### src/rtl/muldiv_pkg.sv
// muldiv_pkg: shared constants and types for the EX-stage multiply/divide sequencer.
//   - Default operand width and iteration counter width.
//   - Operation select encoding (OpMul / OpDiv).
//   - FSM state type; StFixup exists only when SIGNED_MULDIV_EN is defined.
package muldiv_pkg;

   localparam int unsigned DefWidth = 32;
   localparam int unsigned DefCntW  = 6;

   localparam logic OpMul = 1'b0;
   localparam logic OpDiv = 1'b1;

   typedef enum logic [2:0] {
      StIdle  = 3'd0,
      StMul   = 3'd1,
      StDiv   = 3'd2,
`ifdef SIGNED_MULDIV_EN
      StFixup = 3'd4,
`endif
      StDone  = 3'd3
   } state_e;

endpackage

### src/rtl/muldiv_step.sv
// muldiv_step: one combinational iteration of the multiply/divide sequencer.
//   op       in   operation select (OpMul / OpDiv)
//   acc      in   2*WIDTH working register
//                 multiply: {partial product upper half, remaining multiplier bits}
//                 divide:   {partial remainder, dividend bits / quotient bits}
//   opnd     in   multiplicand (multiply) or divisor (divide)
//   acc_next out  working register after this iteration
module muldiv_step
   import muldiv_pkg::*;
#(
   parameter int unsigned WIDTH = DefWidth
) (
   input  logic                 op,
   input  logic [2*WIDTH-1:0]   acc,
   input  logic [WIDTH-1:0]     opnd,
   output logic [2*WIDTH-1:0]   acc_next
);

   logic [WIDTH:0]   sum;
   logic [WIDTH:0]   shl;
   logic [WIDTH-1:0] diff;

   always_comb begin
      // Add-shift: WIDTH+1-bit add keeps the carry, which shifts into the top bit.
      sum  = {1'b0, acc[2*WIDTH-1:WIDTH]} + (acc[0] ? {1'b0, opnd} : '0);
      // The shifted remainder can need WIDTH+1 bits when the divisor exceeds 2**(WIDTH-1);
      // comparing at that width keeps large divisors correct. The difference always fits.
      shl  = {acc[2*WIDTH-1:WIDTH], acc[WIDTH-1]};
      diff = shl[WIDTH-1:0] - opnd;
      if (op == OpMul) begin
         acc_next = {sum, acc[WIDTH-1:1]};
      end else if (shl >= {1'b0, opnd}) begin
         acc_next = {diff, acc[WIDTH-2:0], 1'b1};
      end else begin
         acc_next = {shl[WIDTH-1:0], acc[WIDTH-2:0], 1'b0};
      end
   end

endmodule

### src/rtl/ex_muldiv_seq.sv
// ex_muldiv_seq: iterative unsigned multiply/divide sequencer beside the EX-stage ALU.
// Captures a/b on start, runs WIDTH shift-add or restoring-divide iterations, writes HI/LO.
//   clk, rst_n    clock, asynchronous active-low reset
//   start, op     begin MULTU (op=0) / DIVU (op=1); sampled only in idle
//   a, b          multiplicand/dividend, multiplier/divisor
//   kill          flush of the EX instruction; aborts the operation
//   stall         combinational pipeline freeze
//   busy, done    iterating; one-cycle pulse when hi/lo are updated
//   hi, lo        product upper/lower half, or remainder/quotient
//   div_by_zero   sticky until next accepted start
// Optional: SIGNED_MULDIV_EN adds input is_signed and a FIXUP state that applies result signs.
module ex_muldiv_seq
   import muldiv_pkg::*;
#(
   parameter int unsigned WIDTH = DefWidth,
   parameter int unsigned CNT_W = DefCntW
) (
   input  logic             clk,
   input  logic             rst_n,
   input  logic             start,
   input  logic             op,
   input  logic [WIDTH-1:0] a,
   input  logic [WIDTH-1:0] b,
   input  logic             kill,
`ifdef SIGNED_MULDIV_EN
   input  logic             is_signed,
`endif
   output logic             stall,
   output logic             busy,
   output logic             done,
   output logic [WIDTH-1:0] hi,
   output logic [WIDTH-1:0] lo,
   output logic             div_by_zero
);

   localparam logic [CNT_W-1:0] LastCnt = CNT_W'(WIDTH - 1);

   state_e             state_q;
   logic [CNT_W-1:0]   cnt_q;
   logic [2*WIDTH-1:0] acc_q;
   logic [2*WIDTH-1:0] acc_next;
   logic [WIDTH-1:0]   opnd_q;
   logic               op_q;
   logic [WIDTH-1:0]   a_mag;
   logic [WIDTH-1:0]   b_mag;

`ifdef SIGNED_MULDIV_EN
   logic               sgn_q;
   logic               neg_q;
   logic               neg_rem_q;
   logic               a_neg;
   logic               b_neg;
   logic [2*WIDTH-1:0] fix_acc;

   assign a_neg = is_signed & a[WIDTH-1];
   assign b_neg = is_signed & b[WIDTH-1];
   assign a_mag = a_neg ? -a : a;
   assign b_mag = b_neg ? -b : b;

   always_comb begin
      if (op_q == OpMul) begin
         fix_acc = neg_q ? -acc_q : acc_q;
      end else begin
         fix_acc[2*WIDTH-1:WIDTH] = neg_rem_q ? -acc_q[2*WIDTH-1:WIDTH] : acc_q[2*WIDTH-1:WIDTH];
         fix_acc[WIDTH-1:0]       = neg_q ? -acc_q[WIDTH-1:0] : acc_q[WIDTH-1:0];
      end
   end
`else
   assign a_mag = a;
   assign b_mag = b;
`endif

   muldiv_step #(
      .WIDTH (WIDTH)
   ) u_step (
      .op       (op_q),
      .acc      (acc_q),
      .opnd     (opnd_q),
      .acc_next (acc_next)
   );

   // Zero in DONE so the instruction leaves EX while the result is committed.
   assign stall = busy | ((state_q == StIdle) & start & ~kill);

   always_ff @(posedge clk or negedge rst_n) begin
      if (!rst_n) begin
         state_q     <= StIdle;
         cnt_q       <= '0;
         acc_q       <= '0;
         opnd_q      <= '0;
         op_q        <= OpMul;
         hi          <= '0;
         lo          <= '0;
         busy        <= 1'b0;
         done        <= 1'b0;
         div_by_zero <= 1'b0;
`ifdef SIGNED_MULDIV_EN
         sgn_q       <= 1'b0;
         neg_q       <= 1'b0;
         neg_rem_q   <= 1'b0;
`endif
      end else begin
         done <= 1'b0;
         // A kill in DONE arrives after the commit and is ignored.
         if (kill && state_q != StDone) begin
            state_q <= StIdle;
            cnt_q   <= '0;
            busy    <= 1'b0;
         end else begin
            case (state_q)
               StIdle: begin
                  if (start) begin
                     cnt_q       <= '0;
                     div_by_zero <= 1'b0;
                     op_q        <= op;
`ifdef SIGNED_MULDIV_EN
                     sgn_q       <= is_signed;
                     neg_q       <= a_neg ^ b_neg;
                     neg_rem_q   <= a_neg;
`endif
                     if (op == OpMul) begin
                        acc_q   <= {{WIDTH{1'b0}}, b_mag};
                        opnd_q  <= a_mag;
                        busy    <= 1'b1;
                        state_q <= StMul;
                     end else if (b != '0) begin
                        acc_q   <= {{WIDTH{1'b0}}, a_mag};
                        opnd_q  <= b_mag;
                        busy    <= 1'b1;
                        state_q <= StDiv;
                     end else begin
                        hi          <= a;
                        lo          <= '1;
                        div_by_zero <= 1'b1;
                        done        <= 1'b1;
                        state_q     <= StDone;
                     end
                  end
               end
               StMul, StDiv: begin
                  acc_q <= acc_next;
                  cnt_q <= cnt_q + 1'b1;
                  if (cnt_q == LastCnt) begin
`ifdef SIGNED_MULDIV_EN
                     // busy stays high through FIXUP so the pipeline waits for the signed result.
                     if (sgn_q) begin
                        state_q <= StFixup;
                     end else begin
                        hi      <= acc_next[2*WIDTH-1:WIDTH];
                        lo      <= acc_next[WIDTH-1:0];
                        busy    <= 1'b0;
                        done    <= 1'b1;
                        state_q <= StDone;
                     end
`else
                     hi      <= acc_next[2*WIDTH-1:WIDTH];
                     lo      <= acc_next[WIDTH-1:0];
                     busy    <= 1'b0;
                     done    <= 1'b1;
                     state_q <= StDone;
`endif
                  end
               end
`ifdef SIGNED_MULDIV_EN
               StFixup: begin
                  hi      <= fix_acc[2*WIDTH-1:WIDTH];
                  lo      <= fix_acc[WIDTH-1:0];
                  busy    <= 1'b0;
                  done    <= 1'b1;
                  state_q <= StDone;
               end
`endif
               StDone:  state_q <= StIdle;
               default: state_q <= StIdle;
            endcase
         end
      end
   end

endmodule

### config.mk
export PLATFORM = sky130hd
export DESIGN_NAME = ex_muldiv_seq
export DESIGN_NICKNAME = d
export VERILOG_FILES = /design/src/rtl/muldiv_pkg.sv /design/src/rtl/muldiv_step.sv /design/src/rtl/ex_muldiv_seq.sv
export SDC_FILE = /design/constraint.sdc
export NUM_CORES = 1
export LEC_CHECK = 0
export ABC_CLOCK_PERIOD_IN_PS = 4360
export CORE_MARGIN = 2
export CORE_UTILIZATION = 50
export CTS_BUF_LIST = sky130_fd_sc_hd__clkbuf_2
export CTS_CLUSTER_SIZE = 16
export DETAILED_ROUTE_END_ITERATION = 7
export PLACE_DENSITY = 0.71
export SYNTH_ARGS = -nofsm -noshare
export SYNTH_HDL_FRONTEND = slang
export SYNTH_SLANG_ARGS = --single-unit
export TNS_END_PERCENT = 5
### constraint.sdc
create_clock -name clk -period 4.36 [get_ports clk]
set_clock_uncertainty 0.1 [all_clocks]
set_input_delay 0.654 -clock clk [delete_from_list [all_inputs] [get_ports clk]]
set_output_delay 0.654 -clock clk [all_outputs]
set_load 0.01 [all_outputs]
# After elaboration in Yosys (flattened, before gate mapping)
# Index checks and enable logic that the tools add are counted.
# totals
ff_bits,173
# classes
addsub,3
n_bitwise,5
order_cmp,1
reduce_logical,13
n_eq_ne,13
n_mux,40
# op_table
cell,count
$mux 32,11
$mux 64,5
$pmux 32 s2,2
$pmux 64 s2,1
$add 32x33->33,1
$ge 33x32->1,1
$reduce_bool 32->1,1
$sub 32x32->32,1
$mux 6,2
$pmux 6 s2,1
$reduce_and 4->1,3
$mux 1,11
$mux 3,3
$ne 3x2->1 const B,3
$ne 2x2->1 const B,4
$add 6x1->6 const B,1
$eq 6x5->1 const B,1
$pmux 3 s2,1
$reduce_and 6->1,1
$ne 4x2->1 const B,1
$pmux 1 s2,2
$reduce_and 2->1,2
$eq 3x1->1 const B,1
$eq 3x2->1 const B,1
12 further kinds,14

# Depth between registers and ports, before layout
# depth
ltp_word,6
ltp_mapped,14
depth_no_buf,13

# Modules after synthesis
# From an unflattened synthesis, not the netlist that was laid out.
# hier_totals
cells_unflattened,1535
hier_area_um2,12902.4
# by_module_without_submodules
module,instances,seq_area_each_um2,area_each_um2,cells_per_inst
ex_muldiv_seq,1,4304.1,8045.2,833
muldiv_step,1,0.0,4857.2,702

# Worst setup path after synthesis
# OpenSTA, ideal clock, no wires.
# synth_timing
path_type,reg2reg
startpoint,reg acc_q[0]
endpoint,reg hi[27]
synth_period_minus_slack_ns,3.338
t_required_ns,4.183
setup_slack_ns,1.022
path_buffers,1
stages_incl_launch_ff,14
arrival_time_ns,3.161
setup_ns,0.077
path_cell_list,dfrtp_1 > clkbuf_1 > and2_1 > ha_1 > fa_1 > a211oi_1 > o21ai_0 > a41o_1 > a31oi_1 > o41ai_2 > a31oi_1 > xor2_1 > a221o_1 > a21oi_1
# synth_via
elab_chain_cells,5
# synth_rtl
item,line_no,text
from (decl),ex_muldiv_seq.sv:40,logic [2*WIDTH-1:0] acc_q;
from (signal assigned),ex_muldiv_seq.sv:122,"acc_q <= {{WIDTH{1'b0}}, b_mag};"
from (signal assigned),ex_muldiv_seq.sv:127,"acc_q <= {{WIDTH{1'b0}}, a_mag};"
from (signal assigned),ex_muldiv_seq.sv:141,acc_q <= acc_next;
$mux 32,muldiv_step.sv:25,"sum = {1'b0, acc[2*WIDTH-1:WIDTH]} + (acc[0] ? {1'b0, opnd} : '0);"
$add 32x33->33,muldiv_step.sv:25,
$mux 64,muldiv_step.sv:30,if (op == OpMul) begin
$mux 32,ex_muldiv_seq.sv:143,if (cnt_q == LastCnt) begin
$pmux 32 s2,ex_muldiv_seq.sv:110,case (state_q)
to (signal assigned),ex_muldiv_seq.sv:156,hi <= acc_next[2*WIDTH-1:WIDTH];
to (decl),ex_muldiv_seq.sv:31,"output logic [WIDTH-1:0] hi,"
# No other way between the ends. The select of a mux whose other input is x is not followed.
# A chain may end at the register's enable or synchronous reset.

# Final worst setup path
# layout_timing
startpoint,reg acc_q[0]
endpoint,reg acc_q[51]
# layout_via
elab_chain_cells,4
# layout_rtl
item,line_no
$mux 32,muldiv_step.sv:25
$add 32x33->33,muldiv_step.sv:25
$mux 64,muldiv_step.sv:30
$pmux 64 s2,ex_muldiv_seq.sv:110
# No other way between the ends.

==> results_dict.tcl <==
set metrics [dict create \
    place_area_um2 14400 \
    die_h_um 164 \
    pin_count 137 \
    synth.avg_cell_area_um2 8.42 \
    fillCellCount 2314 \
    relSlewSlack_pct 25.9 \
    start_kind "flop" \
    finalCriticalPeriod_ps 3960 \
    finalCritPeriodShare_pct 90.7 \
    status "finished clean" \
    die-area_um2 26900 \
    cp.required_ps 4950 \
    core_area_um2 25200 \
    grt_pass1_wl_um 66900 \
    synthFlopType "dfrtp_1" \
    dp_hpwl_um 32800 \
    worst_ep_arrival_time_ps 4550 \
    drive_gt1_share_pct 7.91 \
    drc 0 \
    fmaxAchievable_mhz 253 \
    gp_congestion 0.989 \
    tightest_slew_ps 1110 \
    final_common_cell "nand2_1" \
    grt_usage_pct 32.5 \
    p_leak_nw 6.61 \
    num_rows 58 \
    synthCells 1519 \
    final_area_um2 14700 \
    holdCritPathClass "input pin to asynchronous set/reset pin" \
    ys_async_sr_fraction_pct 100 \
    die_x_um 164 \
    io_buffers 136 \
    drt-vias-per-instance 6.33 \
    maxCapViolations 0 \
    path_class "flop to flop" \
    mostFrequentLayoutCells "nand2_1, dfrtp_1, o21ai_0" \
    clkSinkCount 172 \
    clk_pin_slew_ps 320 \
    start_util_pct 50.8 \
    grt_max_degree 100 \
    vdd_drop_max_v 0.000407 \
    yosys.cell_types.count 78 \
    ctsHtreeMaxLevel 4 \
    ant_nets 0 \
    rsz0062_at_grt "false" \
    netlist_area_um2 12800 \
    internal_power_mw 5.79 \
    maxSlewViolCount 0 \
    worst_hold_slack_ps 245 \
    cts_max_path_buffers 2 \
    synth_nets 1657 \
    drt-total-wl_um 43400 \
    ys_seq_area_share_pct 33.6 \
    r2r_slack_ps 400 \
    finalSetupViolations 0 \
    pwr-share-clk_pct 7.3 \
    power_switching_mw 6.50 \
    power_density_nw_per_um2 835 \
    drtIter0Drc 1149 \
    yosys_register_bits 172 \
    grt_pass1_vias 11520 \
    syn_to_final_growth_pct 15.0 \
    worst_setup_path_end_kind "flop" \
    p_comb_share_pct 67.9 \
    hold_viol 0 \
    dr.pass1.iters 6 \
    tns_ps 0 \
    cts_root_buf "clkbuf_2" \
    tritoncts "yes" \
    synth_edf_count 0 \
    synth_warnings 0 \
    cp_max_fo 17 \
    ctsResizeCount 0 \
    p_seq_share_pct 24.8 \
    final_nets 1744 \
    vias 12342 \
    clk_latency_ps 820 \
    grt_antenna_before_repair 1 \
    netSwitchingFraction_pct 52.9 \
    numCtsBuffers 17 \
    grt-ovfl-total 0 \
    wire_per_inst_um 22.3 \
]
==> registers in the layout, summed over array words and instances (netlist names) <==
signal       cells
acc_q           64
busy             1
cnt_q            6
div_by_zero      1
done             1
hi              32
lo              32
op_q             1
opnd_q          32
state_q          2
==> routing by layer <==
| metal | share of wire (%) | wire, um | global-route usage, % |
|---|---|---|---|
| met5 | 0 | 0 | 0 |
| met4 | 2.6 | 1130 | 9.21 |
| met3 | 10 | 4330 | 7.88 |
| met2 | 43 | 18700 | 48.0 |
| met1 | 44 | 19300 | 47.4 |
==> power groups by stage <==
stage | clock (mW) | sequential [mW] | combinational (mW)
6_report | 0.902 | 3.04 | 8.34
5_1_grt | 0.977 | 3.11 | 9.08
4_1_cts | 0.903 | 3.01 | 8.17
3_5_place_dp | 0 | 3.04 | 8.11
3_3_place_gp | 0 | 3.03 | 8.08
2_1_floorplan | 0 | 2.79 | 5.63
==> metrics by stage <==
stage / power, mW / utilization [%] / setup WS (ps) / cells
5_1_grt: 13.2 / 58.4 / 88.6 / 1950
4_1_cts: 12.1 / 58.4 / 440 / 1949
6_report: 12.3 / 58.4 / 404 / 1950
3_5_place_dp: 11.2 / 57.4 / 470 / 1916
3_3_place_gp: 11.1 / 57.4 / 572 / 1916
2_1_floorplan: 8.42 / - / 1020 / 1519
==> cells in the mapped netlist, types with 7 or more instances <==
cell type / instances / area share (%)
nor2b_1: 9 / 0.44
and3_1: 18 / 0.88
o21bai_1: 10 / 0.59
ha_1: 67 / 6.6
xnor2_1: 23 / 1.6
a21oi_1: 94 / 3.7
nor3_1: 14 / 0.55
mux2_2: 35 / 3.1
buf_2: 17 / 0.67
o211ai_1: 16 / 0.94
mux2i_1: 87 / 6.8
nand4_1: 25 / 1.2
a21o_1: 41 / 2.4
o21ai_1: 9 / 0.35
o31ai_1: 11 / 0.65
a31oi_1: 47 / 2.3
nand2b_1: 11 / 0.54
nor2_1: 97 / 2.8
inv_1: 47 / 1.4
o21ai_0: 164 / 6.4
nor4_1: 11 / 0.54
a21boi_0: 7 / 0.41
a211oi_1: 15 / 0.88
clkbuf_1: 74 / 2.2
dfrtp_1: 172 / 34
nand2_1: 186 / 5.5
a22o_1: 7 / 0.48
xor2_1: 29 / 2.0
nand3_1: 26 / 1.0
and2_1: 39 / 1.9
==> layout make-up <==
class,instances,area [um2],share of cell area [%]
multi-input cells,1197,7900,53.7
diodes,1,2.50,0.0170
inverters,49,184,1.25
well taps,330,413,2.81
clock buffers,17,85.1,0.578
clock inverters,15,170,1.16
flip-flops and latches,172,4310,29.3
repair buffers,169,1650,11.2
==> cell families after synthesis <==
| kind of cell | count (synthesis) | share of synthesized area [%] |
|---|---|---|
| compound gates | 492 | 24.2 |
| simple gates | 462 | 16.9 |
| flops | 172 | 33.6 |
| buf+inv | 150 | 4.87 |
| mux | 122 | 9.89 |
| fa+ha+maj | 69 | 6.87 |
| xor+xnor | 52 | 3.56 |
==> worst paths after layout <==
check,cells past startpoint,startpoint,end
max reg2reg,12,acc_q[0]$_DFFE_PN0P_,acc_q[51]$_DFFE_PN0P_
min reg2reg,1,cnt_q[5]$_DFFE_PN0P_,cnt_q[5]$_DFFE_PN0P_
min in group clk,3,a[4],hi[4]$_DFFE_PN0P_
max,12,acc_q[0]$_DFFE_PN0P_,acc_q[51]$_DFFE_PN0P_
min,2,rst_n,lo[5]$_DFFE_PN0P_
max in group asynchronous,3,rst_n,acc_q[53]$_DFFE_PN0P_
==> critical path, stage by stage, from the launching register on <==
cell	delay (ps)
dfrtp_1	650
and2_1	250
ha_1	220
fa_1	440
a211oi_1	350
o21ai_0	220
a41o_1	330
a31oi_1	380
nor2_1	90
a311o_1	380
xor2_1	140
nor2_1	70
o31ai_1	250
==> what timing repair did <==
action,in CTS,in global routing
hold buffers,1,0
setup buffers,0,0
hold endpoints to repair,62,0
No activity file was read; power rests on OpenSTA's default activity.
